<file path="src/rtl/muldiv_pkg.sv">
// Shared types and constants for the multi-cycle multiply/divide sequencer.
// Contents:
//   MD_WIDTH       default operand width
//   muldiv_op_e    op encoding driven by the decoder (bit1 = divide, bit0 = signed)
//   muldiv_state_e sequencer FSM states
package muldiv_pkg;
  localparam int MD_WIDTH = 32;

  typedef enum logic [1:0] {
    MD_MULTU = 2'd0,
    MD_MULT  = 2'd1,
    MD_DIVU  = 2'd2,
    MD_DIV   = 2'd3
  } muldiv_op_e;

  typedef enum logic [1:0] {
    MD_IDLE = 2'd0,
    MD_CALC = 2'd1,
    MD_FIX  = 2'd2,
    MD_DONE = 2'd3
  } muldiv_state_e;
endpackage

</file>
<file path="src/rtl/muldiv_step.sv">
// One radix-2 iteration of the sequencer datapath (purely combinational).
// Ports:
//   i_acc  2*WIDTH accumulator (multiply: partial product; divide: {rem, dividend/quotient})
//   i_opd  2*WIDTH operand (multiply: multiplicand already shifted to the current bit;
//          divide: divisor in the low WIDTH bits)
//   i_bit  current multiplier bit (multiply only)
//   i_div  1 = restoring-divide step, 0 = add step
//   o_acc  next accumulator
module muldiv_step
  import muldiv_pkg::*;
#(
  parameter int WIDTH = MD_WIDTH
) (
  input  logic [2*WIDTH-1:0] i_acc,
  input  logic [2*WIDTH-1:0] i_opd,
  input  logic               i_bit,
  input  logic               i_div,
  output logic [2*WIDTH-1:0] o_acc
);
  logic [2*WIDTH:0] w_shl;
  logic [WIDTH:0]   w_diff;

  always_comb begin
    w_shl  = {i_acc, 1'b0};
    // Shifted remainder can reach WIDTH+1 bits, so the trial subtract keeps the carry.
    w_diff = w_shl[2*WIDTH:WIDTH] - {1'b0, i_opd[WIDTH-1:0]};
    if (i_div) begin
      o_acc = w_shl[2*WIDTH-1:0];
      if (!w_diff[WIDTH]) begin
        o_acc[2*WIDTH-1:WIDTH] = w_diff[WIDTH-1:0];
        o_acc[0]               = 1'b1;
      end
    end else begin
      o_acc = i_acc + (i_bit ? i_opd : '0);
    end
  end
endmodule

</file>
<file path="src/rtl/muldiv_seq.sv">
// Multi-cycle MULT/MULTU/DIV/DIVU sequencer beside the execute-stage ALU.
// Operands are latched as magnitudes, iterated one bit per cycle, then sign
// corrected in FIX and written to hi/lo.
// Ports:
//   clk, rst_b      clock, async active-low reset
//   start, op, a, b request (accepted when ready and no flush)
//   flush           abort an in-flight op
//   ready, busy     accept / pipeline stall
//   done            one-cycle result pulse
//   hi, lo          product halves or remainder/quotient
//   div_zero        last division had a zero divisor
// Optional: MULDIV_EARLY_OUT_EN ends a multiply as soon as no multiplier
// bits remain.
module muldiv_seq
  import muldiv_pkg::*;
#(
  parameter int WIDTH = MD_WIDTH,
  parameter int CNT_W = $clog2(WIDTH) + 1
) (
  input  logic             clk,
  input  logic             rst_b,
  input  logic             start,
  input  logic [1:0]       op,
  input  logic [WIDTH-1:0] a,
  input  logic [WIDTH-1:0] b,
  input  logic             flush,
  output logic             ready,
  output logic             busy,
  output logic             done,
  output logic [WIDTH-1:0] hi,
  output logic [WIDTH-1:0] lo,
  output logic             div_zero
);
  localparam int W2 = 2 * WIDTH;

  muldiv_state_e    r_state, w_state_nxt;
  logic [W2-1:0]    r_acc, r_opd, w_step, w_prod;
  logic [WIDTH-1:0] r_mlt, r_hi, r_lo, w_mag_a, w_mag_b, w_quo, w_rem;
  logic [CNT_W-1:0] r_cnt;
  logic             r_div, r_sgn_q, r_sgn_r, r_dz;
  muldiv_op_e       w_op;
  logic             w_is_div, w_is_sgn, w_go, w_dz, w_last;

  assign w_op     = muldiv_op_e'(op);
  assign w_is_div = (w_op == MD_DIVU) || (w_op == MD_DIV);
  assign w_is_sgn = (w_op == MD_MULT) || (w_op == MD_DIV);
  assign w_mag_a  = (w_is_sgn && a[WIDTH-1]) ? -a : a;
  assign w_mag_b  = (w_is_sgn && b[WIDTH-1]) ? -b : b;

  assign ready    = (r_state == MD_IDLE) || (r_state == MD_DONE);
  assign busy     = (r_state == MD_CALC) || (r_state == MD_FIX);
  assign done     = (r_state == MD_DONE);
  assign hi       = r_hi;
  assign lo       = r_lo;
  assign div_zero = r_dz;

  assign w_go     = start && ready && !flush;
  assign w_dz     = w_go && w_is_div && (b == '0);

`ifdef MULDIV_EARLY_OUT_EN
  // Left-shift multiply keeps the product in place, so stopping early needs
  // no realignment once the multiplier bits above the current one are zero.
  assign w_last = (r_cnt == CNT_W'(WIDTH - 1)) || (!r_div && (r_mlt[WIDTH-1:1] == '0));
`else
  assign w_last = (r_cnt == CNT_W'(WIDTH - 1));
`endif

  // Sign fix: product negates as a whole; quotient follows a^b, remainder follows a.
  assign w_prod = r_sgn_q ? -r_acc : r_acc;
  assign w_quo  = r_sgn_q ? -r_acc[WIDTH-1:0] : r_acc[WIDTH-1:0];
  assign w_rem  = r_sgn_r ? -r_acc[W2-1:WIDTH] : r_acc[W2-1:WIDTH];

  muldiv_step #(.WIDTH(WIDTH)) u_step (
    .i_acc (r_acc),
    .i_opd (r_opd),
    .i_bit (r_mlt[0]),
    .i_div (r_div),
    .o_acc (w_step)
  );

  always_ff @(posedge clk or negedge rst_b) begin
    if (!rst_b) r_state <= MD_IDLE;
    else        r_state <= w_state_nxt;
  end

  always_comb begin
    w_state_nxt = r_state;
    case (r_state)
      MD_IDLE, MD_DONE: begin
        if (w_go) w_state_nxt = w_dz ? MD_DONE : MD_CALC;
        else      w_state_nxt = MD_IDLE;
      end
      MD_CALC: begin
        if (flush)       w_state_nxt = MD_IDLE;
        else if (w_last) w_state_nxt = MD_FIX;
      end
      MD_FIX:  w_state_nxt = flush ? MD_IDLE : MD_DONE;
      default: w_state_nxt = MD_IDLE;
    endcase
  end

  always_ff @(posedge clk or negedge rst_b) begin
    if (!rst_b) begin
      r_acc   <= '0;
      r_opd   <= '0;
      r_mlt   <= '0;
      r_cnt   <= '0;
      r_div   <= 1'b0;
      r_sgn_q <= 1'b0;
      r_sgn_r <= 1'b0;
      r_hi    <= '0;
      r_lo    <= '0;
      r_dz    <= 1'b0;
    end else if (w_go) begin
      r_cnt   <= '0;
      r_div   <= w_is_div;
      r_sgn_q <= w_is_sgn && (a[WIDTH-1] ^ b[WIDTH-1]);
      r_sgn_r <= w_is_sgn && a[WIDTH-1];
      r_mlt   <= w_mag_b;
      r_acc   <= w_is_div ? {{WIDTH{1'b0}}, w_mag_a} : '0;
      r_opd   <= {{WIDTH{1'b0}}, (w_is_div ? w_mag_b : w_mag_a)};
      r_dz    <= w_dz;
      if (w_dz) begin
        r_hi <= a;
        r_lo <= '1;
      end
    end else if (!flush) begin
      if (r_state == MD_CALC) begin
        r_acc <= w_step;
        r_cnt <= r_cnt + CNT_W'(1);
        if (!r_div) begin
          r_opd <= r_opd << 1;
          r_mlt <= r_mlt >> 1;
        end
      end else if (r_state == MD_FIX) begin
        if (r_div) begin
          r_hi <= w_rem;
          r_lo <= w_quo;
        end else begin
          r_hi <= w_prod[W2-1:WIDTH];
          r_lo <= w_prod[WIDTH-1:0];
        end
      end
    end
  end
endmodule

</file>
<file path="config.mk">
export PLATFORM = sky130hd
export DESIGN_NAME = muldiv_seq
export DESIGN_NICKNAME = d
export VERILOG_FILES = /design/src/rtl/muldiv_pkg.sv /design/src/rtl/muldiv_step.sv /design/src/rtl/muldiv_seq.sv
export SDC_FILE = /design/constraint.sdc
export NUM_CORES = 1
export LEC_CHECK = 0
export CAP_MARGIN = 20
export CORE_MARGIN = 10
export CORE_UTILIZATION = 65
export DETAILED_ROUTE_END_ITERATION = 12
export PLACE_DENSITY = 0.95
export REMOVE_ABC_BUFFERS = 1
export SLEW_MARGIN = 20
export SYNTH_ARGS = -nofsm -noshare
export SYNTH_HDL_FRONTEND = slang
export SYNTH_HIERARCHICAL = 1
export SYNTH_SLANG_ARGS = --single-unit
</file>
<file path="constraint.sdc">
create_clock -name clk -period 5.5 [get_ports clk]
set_input_delay 1.1 -clock clk [delete_from_list [all_inputs] [get_ports clk]]
set_output_delay 1.1 -clock clk [all_outputs]
set_load 0.1 [all_outputs]
</file>
==> flow_summary.toml <==
[worst_setup_path]
end_kind = "flip-flop"
worstPathMaxFanout = 27
arrival_ns = 4.87
cp_top_family = "simple AND/OR/NAND/NOR gates"
critPathRequiredTime_ns = 5.96
critPathLaunch = "r_mlt[0]"
r2r-start = "r_mlt[0]"
crit_type = "reg -> reg"
path_common_cell = "nor2_1"
worstPathCellList = "buf_4 -> and2_1 -> ha_1 -> nand2_1 -> nor2_1 -> a21oi_1 -> o221a_2 -> o31ai_1 -> nor4_1 -> nor2_1 -> a2111oi_0 -> a221oi_1 -> a22o_1"
slowest_stage = "dfrtp_1"
crit_buf_inv = 1
crit_path_start_kind = "flip-flop"
critPathMaxStageDelay_ns = 0.73

[clock_network]
cts_hold_buffers = 0
cts_tree = "yes"
clockRootBuffer = "clkbuf_16"
worstSkewPairLatency_ns = 0.58
htreeDepth = 1
post_cts_buffers = 0
clk_path_buf_depth = 3
cts_resized = 0
cts_inserted_buffers = 28
path_clk_slew_ns = 0.06
cts_num_sinks = 236

[synthesis]
synthArstFlopShare = 1.00
syn_inst = 2650
synth_seq_cells = 236
synth-seq-area-share = 0.281
synth_area_um2 = 21000
avgSynthCellArea_um2 = 7.93
synthFlopType = "dfrtp_1"
yosys_warnings = 6
synth_edf_count = 0
yosysUniqueCellTypes = 101

[sta]
worst_slack_ns = 1.09
fin_crit_sh = 0.802
slew_headroom = 0.227
clock_skew_ns = 0.0147
finalCriticalPeriod_ns = 4.41
rsz0062_at_grt = "false"
final_max_slew_viol_count = 0
setup_viol = 0
fmax_mhz = 227
tightest_slew_ns = 1.16
hold_viol_final = 0

[min_path]
min_path_type = "reg -> reg"
min_from = "div_zero"

[run]
drv_cap = 0

[routing]
post-route-drc-count = 0
drt_iter0_markers = 3312
viasPerCell = 7.28
wl_um = 81200
routedWlPerCell_um = 26.0
drt_pass1_iterations = 6
vias = 22700
postRouteAntennaNets = 0

[placed_design]
port_buffers = 137
place_congestion = 1.11
dp_hpwl_um = 60500
dp_worst_setup_slack_ns = 0.997

[cells_and_area]
fin_nets = 2870
drive_gt1_frac = 0.0582
area_growth_pct = 12.2

[global_route]
antenna_found_initial = 12
grt_max_degree = 109
grt_pass1_wl_um = 123000
grt-ovfl-total = 0
grt_use_total = 0.395
first_global_vias = 21300

[power]
powerDensity_nw_per_um2 = 580
vdd_drop_max_v = 0.000635
leakage_nw = 10.3
power_mw = 13.7

[floorplan]
initial_utilization = 0.663
dieHeight_um = 200
rows = 65
io_pins = 138
dieWidth_um = 200
die_area_um2 = 39900
core_area_um2 = 31700

[status]
outcome = "complete, no violations"
[worst paths after layout]
kind                        endpoint  slack, ns  depth (start not counted)
min in group asynchronous  r_opd[55]       0.61                          1
hold reg to reg             div_zero       0.48                          2
max in group asynchronous     lo[13]       3.83                          2
setup reg to reg           r_acc[58]       1.09                         13
hold / removal              div_zero       0.48                          2
setup / recovery           r_acc[58]       1.09                         13
[placed cells by master (no fill, tap or decap), drive strengths merged, types with 43 or more instances in the layout]
master / instances
clkdlybuf4s50: 136
buf: 50
ha: 103
nand3: 79
mux2i: 65
dfrtp: 236
and2: 75
xor2: 95
nor2: 193
nand2: 307
o21ai: 188
a31oi: 43
o22ai: 48
inv: 74
xnor2: 87
nor3: 52
a21oi: 201
a21o: 51
[worst min-delay path, delay by kind of cell (launching register included)]
kind / cells / cell delay (ns)
DFF: 1 / 0.34
and+or+nand+nor: 2 / 0.11
[power by group]
group / internal [mW] / switching (mW) / leakage, nW
clock network: 1.12 / 0.784 / 0.443
logic: 2.67 / 5.84 / 6.84
registers: 2.35 / 0.924 / 3.01
[metrics by stage]
stage               area (um2)  std cells  hold slack, ns  TNS (ns)  utilization
finish                   23600       3122           0.480         0        0.743
global route             23600       3115           0.497         0        0.743
CTS                      23500       3114           0.478         0        0.742
detailed placement       22600       3066           0.468         0        0.713
global placement         22600       3066           0.449         0        0.713
floorplan                20300       2479           0.438    -62.39            -
[routing by layer]
| metal | vias up | global-route usage | part of all wire |
|---|---|---|---|
| met1 | 10700 | 0.509 | 0.38 |
| met4 | 4 | 0.238 | 0.071 |
| li1 | 9875 | - | - |
| met5 | - | 0 | 0.00026 |
| met2 | 1788 | 0.581 | 0.42 |
| met3 | 372 | 0.109 | 0.13 |
[state kept, by name (all words and copies together), names as in the netlist, 2 cells and up]
| name | cells |
|---|---|
| r_acc | 64 |
| r_state | 2 |
| r_mlt | 32 |
| lo | 32 |
| r_cnt | 6 |
| r_opd | 64 |
| hi | 32 |
[kinds of logic (layout without fill, tap and decap cells)]
kind of cell	count (synthesis)	in the layout	share of synthesized area
buf+inv	246	309	0.0464
flops	236	236	0.281
compound gates	850	850	0.269
mux	76	76	0.0368
fa+ha+maj	105	105	0.0632
simple gates	955	955	0.227
other cells	0	7	0
xor+xnor	182	182	0.0758
[synth_stat cells (all sizes together), types with 9 or more instances]
cell type | number | area, um2
nor3 | 52 | 260
nand2b | 23 | 144
a31oi | 43 | 275
o31ai | 35 | 263
and3 | 26 | 163
xor2 | 95 | 832
and2 | 75 | 469
clkbuf | 126 | 473
nand4 | 38 | 238
a21o | 51 | 383
o41ai | 30 | 308
o21ai | 188 | 941
or2 | 14 | 87.6
nor4 | 42 | 354
dfrtp | 236 | 5910
a22o | 28 | 245
a22oi | 17 | 128
o21a | 28 | 210
o21bai | 18 | 139
a221oi | 11 | 103
xnor2 | 87 | 762
buf | 45 | 221
a211oi | 36 | 280
a21oi | 201 | 1020
mux2 | 11 | 124
nand2 | 307 | 1150
nand3 | 79 | 395
inv | 74 | 278
or4 | 17 | 139
ha | 103 | 1290
or3 | 34 | 213
o22ai | 48 | 307
mux2i | 65 | 651
o211ai | 25 | 188
o221ai | 9 | 78.8
nor2 | 193 | 729
nor2b | 21 | 131
[final cells by class]
type	instances	area, um2
clock inverter	6	82.6
tap	402	503
inverter	75	282
clock buffer	42	825
antenna	7	17.5
multi-input combinational	2168	14200
fill	2388	8140
timing repair buffer	186	1780
sequential	236	5910
No activity file was read; power rests on OpenSTA's default activity.
